File: config.mk
export PLATFORM = sky130hd
export DESIGN_NAME = fir_out_decim
export DESIGN_NICKNAME = d
export VERILOG_FILES = /design/src/rtl/fir_pkg.sv /design/src/rtl/fir_sync_fifo.sv /design/src/rtl/fir_out_decim.sv
export SDC_FILE = /design/constraint.sdc
export NUM_CORES = 1
export LEC_CHECK = 0
export BUFFER_PORTS_ARGS = -buffer_cell sky130_fd_sc_hd__buf_2
export CORE_MARGIN = 1.5
export CORE_UTILIZATION = 40
export DETAILED_ROUTE_END_ITERATION = 8
export SYNTH_ARGS = -nofsm -noshare
export SYNTH_HDL_FRONTEND = slang
export SYNTH_SLANG_ARGS = --single-unit
export TNS_END_PERCENT = 10
File: constraint.sdc
create_clock -name clk -period 3.07 [get_ports clk]
set_input_delay 0.4605 -clock clk [delete_from_list [all_inputs] [get_ports clk]]
set_output_delay 0.4605 -clock clk [all_outputs]
set_load 0.05 [all_outputs]
File: src/rtl/fir_pkg.sv
// Shared helpers for the FIR output decimator: pointer sizing and the
// round-half-up / saturate arithmetic used by the datapath and reference models.
package fir_pkg;

    typedef enum logic [1:0] {
        SAT_NONE = 2'd0,
        SAT_HI   = 2'd1,
        SAT_LO   = 2'd2
    } sat_kind_t;

    function automatic int ptr_width(input int depth);
        return (depth > 1) ? $clog2(depth) : 1;
    endfunction

    // Add half an output LSB, then drop SH bits: round half toward +inf.
    function automatic longint round_shift(input longint x, input int sh);
        longint v;
        v = x;
        if (sh > 0) begin
            v = v + (longint'(1) <<< (sh - 1));
        end
        return v >>> sh;
    endfunction

    function automatic sat_kind_t sat_check(input longint x, input int sh, input int ow);
        longint v;
        longint hi;
        longint lo;
        v  = round_shift(x, sh);
        hi = (longint'(1) <<< (ow - 1)) - 1;
        lo = -(longint'(1) <<< (ow - 1));
        if (v > hi) begin
            return SAT_HI;
        end
        if (v < lo) begin
            return SAT_LO;
        end
        return SAT_NONE;
    endfunction

    function automatic longint sat_round(input longint x, input int sh, input int ow);
        longint v;
        v = round_shift(x, sh);
        case (sat_check(x, sh, ow))
            SAT_HI:  v = (longint'(1) <<< (ow - 1)) - 1;
            SAT_LO:  v = -(longint'(1) <<< (ow - 1));
            default: v = v;
        endcase
        return v;
    endfunction

endpackage

File: src/rtl/fir_sync_fifo.sv
// Show-ahead synchronous FIFO: head entry is always visible on o_data, and a
// push into a full FIFO is accepted when a pop happens in the same cycle.
module fir_sync_fifo
    import fir_pkg::*;
#(
    parameter int WIDTH = 16,
    parameter int DEPTH = 8
) (
    input  logic             clk,
    input  logic             rst_n,
    input  logic             i_clear,
    input  logic             i_push,
    input  logic [WIDTH-1:0] i_data,
    input  logic             i_pop,
    output logic [WIDTH-1:0] o_data,
    output logic             o_valid,
    output logic             o_full,
    output logic             o_empty
);

    localparam int AW = ptr_width(DEPTH);

    // Extra MSB on each pointer separates the full and empty cases.
    logic [AW:0]      r_wr_ptr;
    logic [AW:0]      r_rd_ptr;
    logic [WIDTH-1:0] r_mem [DEPTH];

    logic w_empty;
    logic w_full;
    logic w_do_pop;
    logic w_do_push;

    assign w_empty   = (r_wr_ptr == r_rd_ptr);
    assign w_full    = (r_wr_ptr[AW] != r_rd_ptr[AW]) &&
                       (r_wr_ptr[AW-1:0] == r_rd_ptr[AW-1:0]);
    assign w_do_pop  = i_pop && !w_empty;
    assign w_do_push = i_push && (!w_full || w_do_pop);

    always_ff @(posedge clk or negedge rst_n) begin
        if (!rst_n) begin
            r_wr_ptr <= '0;
            r_rd_ptr <= '0;
        end else if (i_clear) begin
            r_wr_ptr <= '0;
            r_rd_ptr <= '0;
        end else begin
            if (w_do_push) begin
                r_wr_ptr <= r_wr_ptr + (AW+1)'(1);
            end
            if (w_do_pop) begin
                r_rd_ptr <= r_rd_ptr + (AW+1)'(1);
            end
        end
    end

    // Storage is cleared too so the head reads 0 after reset or clear.
    always_ff @(posedge clk or negedge rst_n) begin
        if (!rst_n) begin
            for (int i = 0; i < DEPTH; i++) begin
                r_mem[i] <= '0;
            end
        end else if (i_clear) begin
            for (int i = 0; i < DEPTH; i++) begin
                r_mem[i] <= '0;
            end
        end else if (w_do_push) begin
            r_mem[r_wr_ptr[AW-1:0]] <= i_data;
        end
    end

    assign o_data  = r_mem[r_rd_ptr[AW-1:0]];
    assign o_valid = !w_empty;
    assign o_full  = w_full;
    assign o_empty = w_empty;

endmodule

File: src/rtl/fir_out_decim.sv
// Decimates the FirFilter output stream, rounds/saturates kept samples to
// OUTPUT_WIDTH and buffers them behind a ready/valid handshake.
module fir_out_decim
    import fir_pkg::*;
#(
    parameter int INPUT_WIDTH  = 24,
    parameter int OUTPUT_WIDTH = 16,
    parameter int DECIM        = 4,
    parameter int PHASE        = 0,
    parameter int FIFO_DEPTH   = 8
) (
    input  logic                           clk,
    input  logic                           rst_n,
    input  logic                           flush,
    input  logic                           valid_in,
    input  logic signed [INPUT_WIDTH-1:0]  din,
    output logic                           valid_out,
    output logic signed [OUTPUT_WIDTH-1:0] dout,
    input  logic                           ready_out,
    output logic                           sat,
    output logic                           overflow
);

    localparam int SH = INPUT_WIDTH - OUTPUT_WIDTH;
    localparam int CW = ptr_width(DECIM);

    generate
        if (OUTPUT_WIDTH > INPUT_WIDTH) begin : g_err_width
            $error("fir_out_decim: OUTPUT_WIDTH must not exceed INPUT_WIDTH");
        end
        if (DECIM < 1 || PHASE < 0 || PHASE >= DECIM) begin : g_err_phase
            $error("fir_out_decim: need DECIM >= 1 and 0 <= PHASE < DECIM");
        end
        if (FIFO_DEPTH < 2 || (FIFO_DEPTH & (FIFO_DEPTH - 1)) != 0) begin : g_err_depth
            $error("fir_out_decim: FIFO_DEPTH must be a power of 2 and >= 2");
        end
    endgenerate

    typedef struct packed {
        logic                           valid;
        logic signed [OUTPUT_WIDTH-1:0] data;
    } stage_t;

    logic [CW-1:0] r_phase;
    stage_t        r_stage;
    logic          r_sat;
    logic          r_ovf;

    logic                           w_keep;
    logic                           w_pop;
    logic                           w_full;
    logic                           w_empty;
    sat_kind_t                      w_kind;
    logic signed [OUTPUT_WIDTH-1:0] w_rounded;

    assign w_keep    = valid_in && (r_phase == CW'(PHASE));
    assign w_kind    = sat_check(longint'(din), SH, OUTPUT_WIDTH);
    assign w_rounded = OUTPUT_WIDTH'(sat_round(longint'(din), SH, OUTPUT_WIDTH));
    assign w_pop     = !w_empty && ready_out;

    always_ff @(posedge clk or negedge rst_n) begin
        if (!rst_n) begin
            r_phase <= '0;
            r_stage <= '0;
            r_sat   <= 1'b0;
            r_ovf   <= 1'b0;
        end else if (flush) begin
            r_phase <= '0;
            r_stage <= '0;
            r_sat   <= 1'b0;
            r_ovf   <= 1'b0;
        end else begin
            if (valid_in) begin
                r_phase <= (r_phase == CW'(DECIM - 1)) ? '0 : r_phase + CW'(1);
            end
            r_stage.valid <= w_keep;
            if (w_keep) begin
                r_stage.data <= w_rounded;
            end
            if (w_keep && (w_kind != SAT_NONE)) begin
                r_sat <= 1'b1;
            end
            // A stage result with nowhere to go is lost; the FIFO keeps its data.
            if (r_stage.valid && w_full && !w_pop) begin
                r_ovf <= 1'b1;
            end
        end
    end

    fir_sync_fifo #(
        .WIDTH (OUTPUT_WIDTH),
        .DEPTH (FIFO_DEPTH)
    ) u_fifo (
        .clk     (clk),
        .rst_n   (rst_n),
        .i_clear (flush),
        .i_push  (r_stage.valid),
        .i_data  (r_stage.data),
        .i_pop   (w_pop),
        .o_data  (dout),
        .o_valid (valid_out),
        .o_full  (w_full),
        .o_empty (w_empty)
    );

    assign sat      = r_sat;
    assign overflow = r_ovf;

endmodule

==> After elaboration in Yosys (flattened, before gate mapping) <==
Cells that the tools add are included.
{ "op_classes": {"add_sub_neg": 4, "multipliers": 0, "div": 0, "order_cmp": 5, "eq_ne": 6, "shift": 0, "muxes": 29, "bitwise_logic": 2, "reduce_logical": 21} }
{ "ops": {"columns": ["op", "n"], "rows": [
  ["128-bit two-way mux", 2],
  ["128-bit bitwise mux", 1],
  ["16-bit two-way mux", 4],
  ["16-bit binary-select mux with 3-bit select", 1],
  ["16-bit demux with 3-bit select", 1],
  ["16-bit case mux with 2 select lines", 1],
  ["24-bit by 9-bit adder with 25-bit output, second input constant", 1],
  ["17-bit by 16-bit > comparator with 1-bit output, second input constant", 1],
  ["17-bit by 16-bit less-than comparator with 1-bit output, second input constant", 1],
  ["17-bit two-way mux", 1],
  ["4-bit two-way mux", 4],
  ["2-bit two-way mux", 7],
  ["2-bit nonzero test", 7],
  ["1-bit logical AND", 9],
  ["4-bit by 1-bit adder with 4-bit output, second input constant", 2],
  ["4-bit greater-or-equal comparator, second input constant", 2],
  ["3-bit NOT with 4-bit output", 2],
  ["1-bit two-way mux", 7],
  ["2-bit == test, second input constant", 2],
  ["4-bit == test", 1],
  ["4-bit by 1-bit less-than comparator with 1-bit output, second input constant", 1],
  ["3-bit == test", 1],
  ["1-bit zero test", 3],
  ["2-bit by 1-bit adder with 2-bit output, second input constant", 1],
  ["4 further kinds", 4]
]} }
{ "word_totals": {"regBits": 157, "latch_bits": 0, "ram_bits": 0, "mem_bits_ro": 0, "elab_cells": 82, "memories": 0} }

==> Longest topological paths before layout <==
Gate-level depths: netlist of run 1.
{ "depth": {"word_depth": 10, "depth_mapped": 8, "mapped_depth_nobuf": 7} }

==> Modules after synthesis <==
Synthesis of run 1 repeated with hierarchy kept, for this count alone.
{ "hier_totals": {"cells_unflattened": 718, "hier_area_um2": 8475.6} }
{ "by_module_without_submodules": {"columns": ["module", "instances", "cells_each", "area_each_um2"], "rows": [
  ["fir_sync_fifo", 1, 576, 7213.2],
  ["fir_out_decim", 1, 142, 1262.5]
]} }

==> Worst setup path after synthesis of run 1 <==
Ideal clock, no wire load.
{ "synth_path": {"path_type": "register to output", "startpoint": "reg u_fifo.r_rd_ptr[0]", "endpoint": "out dout[10]", "t_arrival_ns": 1.934, "required_time_ns": 2.609, "setup_slack_ns": 0.676, "stages_incl_launch_ff": 5, "path_buffers": 2, "path_cell_list": "dfrtp_1 > buf_6 > buf_1 > mux4_2 > mux2_2"} }
{ "synth_via": {"elab_chain_cells": 4} }
{ "synth_rtl": {"columns": ["item", "line", "text"], "rows": [
  ["from (decl)", "fir_sync_fifo.sv:25", "logic [AW:0] r_rd_ptr;"],
  ["from (signal assigned)", "fir_sync_fifo.sv:51", "r_rd_ptr <= r_rd_ptr + (AW+1)'(1);"],
  ["3-bit NOT with 4-bit output (implied by the code)", "fir_sync_fifo.sv:71", "assign o_data = r_mem[r_rd_ptr[AW-1:0]];"],
  ["16-bit binary-select mux with 3-bit select", "fir_sync_fifo.sv:71", null],
  ["16-bit two-way mux (implied by the code) (2 in a row)", "fir_sync_fifo.sv:71", null],
  ["to (decl)", "fir_out_decim.sv:18", "output logic signed [OUTPUT_WIDTH-1:0] dout,"]
]} }
No other way between the ends. The select of a mux whose other input is x is not followed.

==> Final worst setup path of run 1 <==
{ "layout_path": {"startpoint": "reg u_fifo.r_rd_ptr[0]", "endpoint": "out dout[4]"} }
The elaborated chain is that of the path after synthesis.

==> results of run 1 <==
[worst min-delay path by stage]
stage | from | cells past startpoint | endpoint
final | rst_n | 1 | u_fifo.r_mem[80]
after global routing | rst_n | 1 | u_fifo.r_rd_ptr[2]
after CTS | rst_n | 1 | u_fifo.r_wr_ptr[1]
after detailed placement | u_fifo.r_mem[95] | 2 | u_fifo.r_mem[95]
after global placement | overflow | 2 | overflow
after floorplan | rst_n | 0 | overflow
[flip-flops by register name, summed over array words and instances, names as in the netlist]
register	cells
overflow	1
u_fifo.r_rd_ptr	4
u_fifo.r_mem	128
u_fifo.r_wr_ptr	4
r_phase	2
r_stage	17
sat	1
[final cells by class]
type / count / area share (%)
Sequential cell: 157 / 43.53
Multi-Input combinational cell: 445 / 41.78
Clock buffer: 22 / 5.030
Timing Repair Buffer: 68 / 4.781
Tap cell: 270 / 3.742
Clock inverter: 8 / 0.7761
Inverter: 8 / 0.3326
Antenna cell: 1 / 0.02772
[cell usage in the layout (no fill, tap or decap), types with 8 or more instances in the layout]
master / synthesis / final
buf_2: 2 / 38
mux2i_1: 133 / 133
nor2_1: 143 / 143
nand2_1: 26 / 26
mux4_2: 32 / 32
mux2_2: 16 / 16
a2111oi_4: 8 / 8
buf_4: 0 / 28
dfrtp_1: 157 / 156
a21oi_1: 12 / 12
inv_1: 8 / 8
xnor2_1: 13 / 13
a22o_1: 9 / 9
clkbuf_16: 0 / 17
[cell families after synthesis]
| kind of cell | share of synthesized area [%] |
|---|---|
| flops | 47.86 |
| xor+xnor | 2.820 |
| compound gates | 5.563 |
| simple gates | 9.617 |
| mux | 27.19 |
| buf+inv | 6.188 |
| fa+ha+maj | 0.7621 |
[critical path, delay by kind of cell, from the launching register on]
kind                   cells  cell delay [ps]
flip-flops                 1              360
multiplexers               2              900
buffers and inverters      2              660
[power by group]
group          internal [mW]  switching (mW)
combinational          0.174           0.309
clock                   1.12           0.793
sequential              2.10          0.0616
[layer usage]
metal / global-route usage [%] / part of all wire [%] / wire length, µm / vias up
met4: 4.343 / 0.87 / 159 / 0
met2: 29.50 / 49 / 8977 / 110
met3: 3.719 / 3.1 / 575 / 13
li1: - / - / - / 2388
met1: 24.53 / 47 / 8613 / 2673
met5: 0 / 0 / 0 / -
==> results.json, run 1 <==
{
  "post_synthesis_instance_area_um2": 8209,
  "boundaryPins": 48,
  "synth.largest_area_cell": "dfrtp_1",
  "setup.reg_to_reg.worst_slack_ps": 690,
  "rr_worst_depth": 7,
  "worstReg2RegEnd": "u_fifo.r_mem[28]",
  "final_core_utilization_pct": 44.76,
  "detailedRoute.firstPassIterationCount": 5,
  "setup.worst_path.start": "u_fifo.r_rd_ptr[0]",
  "maxSlewHeadroom_pct": 23.90,
  "layout.cell_area.non_filler_um2": 9029,
  "n_fill_cell": 1876,
  "clock_tree.root_cell": "clkbuf_16",
  "hold_viol_final": 0,
  "finalWorstPathRequiredPeriod_ps": 2822,
  "finClkSkew_ps": 13.87,
  "cp_cell_sequence": "buf_4, mux4_2, mux2_2, buf_2",
  "route.detailed.vias_per_inst": 5.295,
  "final-instance-count-excl-fill": 979,
  "period_share_pct": 91.93,
  "floorplan_core_area_um2": 20170,
  "synth-edff-count": 0,
  "seqCellArea_um2": 3930,
  "cell_count_after_synthesis": 669,
  "post_dp_cell_area_um2": 8502,
  "power.ir.vdd_worst_uv": 414.5,
  "globalplace.congestion": 0.8016,
  "multi_input_area_um2": 3772,
  "cts_buffer_depth": 2,
  "worstSetupEndpointType": "output pin",
  "vias": 5184,
  "finalSetupViolCount": 0,
  "synth.top_cells.by_count": "dfrtp_1, nor2_1, mux2i_1, mux4_2, nand2_1",
  "post_cts.resized_instances": 0,
  "cts_tree": "done",
  "finalMaxSlewViolations": 0,
  "last_element_of_the_critical_path": "dout[4]",
  "syn-num-nets": 703,
  "antenna_violating_nets_left": 0,
  "layout-drive-gt1-share_pct": 22.46,
  "die_h_um": 146.3,
  "power.static_leakage_nw": 3.761,
  "design.die.area_um2": 21390,
  "drc": 0,
  "drt_iter0_drc": 369,
  "synth_flop_cell": "dfrtp_1",
  "clock-sinks": 157,
  "drv_cap": 0,
  "start_kind": "register",
  "synthDistinctLibCells": 36,
  "postCtsSetupRepairBufs": 0,
  "port_buffers": 40,
  "route.detailed.wl_per_inst_um": 18.72,
  "fin_tns_setup_ps": 0,
  "yosys.area.top_type_share_pct": 47.86,
  "cts-htree-levels": 4,
  "routed_wire_length_um": 18330,
  "critical_path.slowest_cell": "mux4_2",
  "run_status": "complete, no violations",
  "synth_most_common_cell": "dfrtp_1",
  "postSynthAreaPerCell_um2": 12.27,
  "grt_antenna_before_repair": 0,
  "crit_path_max_fanout": 25,
  "crit_path_max_incr_delay_ps": 590,
  "worst_r2r_startpoint": "u_fifo.r_wr_ptr[2]",
  "detailedPlace.worstSlack_ps": 627.4,
  "worstMarginPinSlew_ps": 1141,
  "fmaxAchievable_mhz": 354.3,
  "clkSlewWorstSetupHoldPaths_ps": 60,
  "tritoncts.num_buffers": 17,
  "place_inst": 948,
  "num_rows": 52,
  "chipWidth_um": 146.3,
  "critical_path_required_ps": 2610,
  "grt_setup_unrepaired": "no",
  "critPathKind": "register to output pin",
  "grt_start_max_net_pins": 87,
  "holdWs_ps": 96.84,
  "total_power_mw": 4.555,
  "pwr_density_cell_nw_per_um2": 504.5,
  "synthesis.yosys.warnings": 0,
  "synth-seq-cells": 157,
  "hold_path_class": "primary input to async pin",
  "cts_hold_repair.buffers": 0,
  "synth_async_sr_flop_share_pct": 100.0,
  "global_route.overflow_total": 0,
  "ys_seq_area_share_pct": 47.86,
  "grt_pass1_wl_um": 29670,
  "synthToLayoutAreaGrowth_pct": 9.983,
  "synth_top_cells_by_area": "dfrtp_1, mux2i_1, mux4_2",
  "dp_hpwl_um": 12100,
  "clock_insertion_delay_worst_skew_ps": 420,
  "final.setup.worst_slack_ps": 247.6,
  "grt_pass1_vias": 5411,
  "fin_nets": 731,
  "cp.arrival_ps": 2360,
  "global_route.usage.total_pct": 17.98,
  "initial_cell_density_of_the_core_pct": 40.70
}
(Power assumes the default switching activity.)
==> run 2, diff against run 1 <==
--- a/config.mk
+++ b/config.mk
@@ -6,6 +6,7 @@
 export NUM_CORES = 1
 export LEC_CHECK = 0
 export BUFFER_PORTS_ARGS = -buffer_cell sky130_fd_sc_hd__buf_2
+export CORE_ASPECT_RATIO = 0.8
 export CORE_MARGIN = 1.5
 export CORE_UTILIZATION = 40
 export DETAILED_ROUTE_END_ITERATION = 8
==> results.json, run 2 (synthesis gave the netlist of run 1 again) <==
{
  "largest_register": "u_fifo.r_mem",
  "hold_path_class": "primary input to async pin",
  "finalSetupViolCount": 0,
  "finalMaxSlewViolations": 0,
  "route.detailed.vias_per_inst": 5.354,
  "layout-drive-gt1-share_pct": 22.41,
  "drc": 0,
  "reg.largest.list": "u_fifo.r_mem x128, r_stage x17",
  "chipWidth_um": 163.2,
  "grt_antenna_before_repair": 0,
  "fmaxAchievable_mhz": 349.6,
  "largest_register_ffs": 128,
  "dp_hpwl_um": 11760,
  "clock_tree.root_cell": "clkbuf_16",
  "final_cell_mix": "dfrtp_1, nor2_1, mux2i_1, buf_2, mux4_2",
  "start_kind": "register",
  "boundaryPins": 48,
  "die_h_um": 131.1,
  "num_rows": 46,
  "clock-sinks": 157,
  "power.static_leakage_nw": 3.791,
  "port_buffers": 40,
  "cp.arrival_ps": 2400,
  "drt_iter0_drc": 265,
  "clock_insertion_delay_worst_skew_ps": 430,
  "cts_buffer_depth": 2,
  "cts_tree": "done",
  "tritoncts.num_buffers": 17,
  "grt_start_max_net_pins": 133,
  "cts_hold_repair.buffers": 0,
  "layout.cell_area.non_filler_um2": 9092,
  "cts-htree-levels": 4,
  "fin_tns_setup_ps": 0,
  "initial_cell_density_of_the_core_pct": 41.10,
  "n_fill_cell": 1789,
  "worstMarginPinSlew_ps": 651.4,
  "critical_path_required_ps": 2610,
  "clkSlewWorstSetupHoldPaths_ps": 60,
  "postCtsSetupRepairBufs": 0,
  "global_route.usage.total_pct": 18.86,
  "finalWorstPathRequiredPeriod_ps": 2860,
  "diodes": 0,
  "critPathKind": "register to output pin",
  "maxSlewHeadroom_pct": 56.58,
  "worstSetupEndpointType": "output pin",
  "post_dp_cell_area_um2": 8504,
  "grt_setup_unrepaired": "no",
  "layout_commonest_cell": "dfrtp_1",
  "grt_pass1_wl_um": 30710,
  "drv_cap": 0,
  "post_cts.resized_instances": 0,
  "pwr_density_cell_nw_per_um2": 526.5,
  "route.detailed.wl_per_inst_um": 19.48,
  "global_route.overflow_total": 0,
  "hold_viol_final": 0,
  "fin_nets": 729,
  "design.die.area_um2": 21400,
  "grt_pass1_vias": 5432,
  "period_share_pct": 93.17,
  "total_power_mw": 4.787,
  "finClkSkew_ps": 9.129,
  "crit_path_max_fanout": 12,
  "run_status": "complete, no violations",
  "detailedRoute.firstPassIterationCount": 6,
  "vias": 5188,
  "synthToLayoutAreaGrowth_pct": 10.76,
  "routed_wire_length_um": 18880,
  "antenna_violating_nets_left": 0,
  "globalplace.congestion": 0.8059,
  "setup.reg_to_reg.worst_slack_ps": 590,
  "power.ir.vdd_worst_uv": 311.4,
  "floorplan_core_area_um2": 19970
}
-- run 2: stage by stage --
stage          instances  hold WS (ps)  worst slack (ps)  utilization, %
2_1_floorplan        669         164.9             675.5               -
3_3_place_gp         940         496.5             642.9           42.58
3_5_place_dp         940         493.4             591.6           42.58
4_1_cts              969         60.33             178.5           45.53
5_1_grt              969         81.92             78.93           45.53
6_report             969         46.03             209.8           45.53
-- run 2: cell type report --
cell class,count,area (µm²),area share [%]
clock inverters,7,113.9,1.252
well taps,264,330.3,3.633
repair buffers,66,441.7,4.858
inverters,8,30.03,0.3303
multi-input cells,445,3772,41.49
flip-flops and latches,157,3930,43.22
clock buffers,22,474.2,5.215
-- run 2: worst max-delay path, cell delays in order, from the launching register on --
cell and delay [ps]:
dfrtp_2 640, buf_4 290, mux4_2 520, mux2_2 300
buf_2 220
-- run 2: final timing paths --
kind	start	to	depth (start not counted)
setup reg to reg	u_fifo.r_wr_ptr[2]	u_fifo.r_mem[40]	7
setup / recovery	u_fifo.r_rd_ptr[0]	dout[15]	4
max in group asynchronous	rst_n	u_fifo.r_mem[104]	2
hold reg to reg	u_fifo.r_mem[81]	u_fifo.r_mem[81]	2
min in group clk	flush	u_fifo.r_mem[75]	2
hold / removal	rst_n	u_fifo.r_mem[49]	1
-- run 2: report_power, final --
part | total [mW] | leakage [nW] | internal, mW | switching [mW]
logic | 0.486 | 1.32 | 0.185 | 0.301
clock network | 2.13 | 0.292 | 1.33 | 0.799
registers | 2.18 | 2.18 | 2.10 | 0.0779
total | 4.79 | 3.79 | 3.61 | 1.18
-- run 2: per-layer routing --
| metal | track usage, % | vias to the layer above | wire length [µm] |
|---|---|---|---|
| li1 | - | 2392 | - |
| met1 | 25.20 | 2694 | 8708 |
| met2 | 30.51 | 84 | 9270 |
| met3 | 4.924 | 18 | 705 |
| met4 | 4.587 | 0 | 191 |
| met5 | 0 | - | 0 |
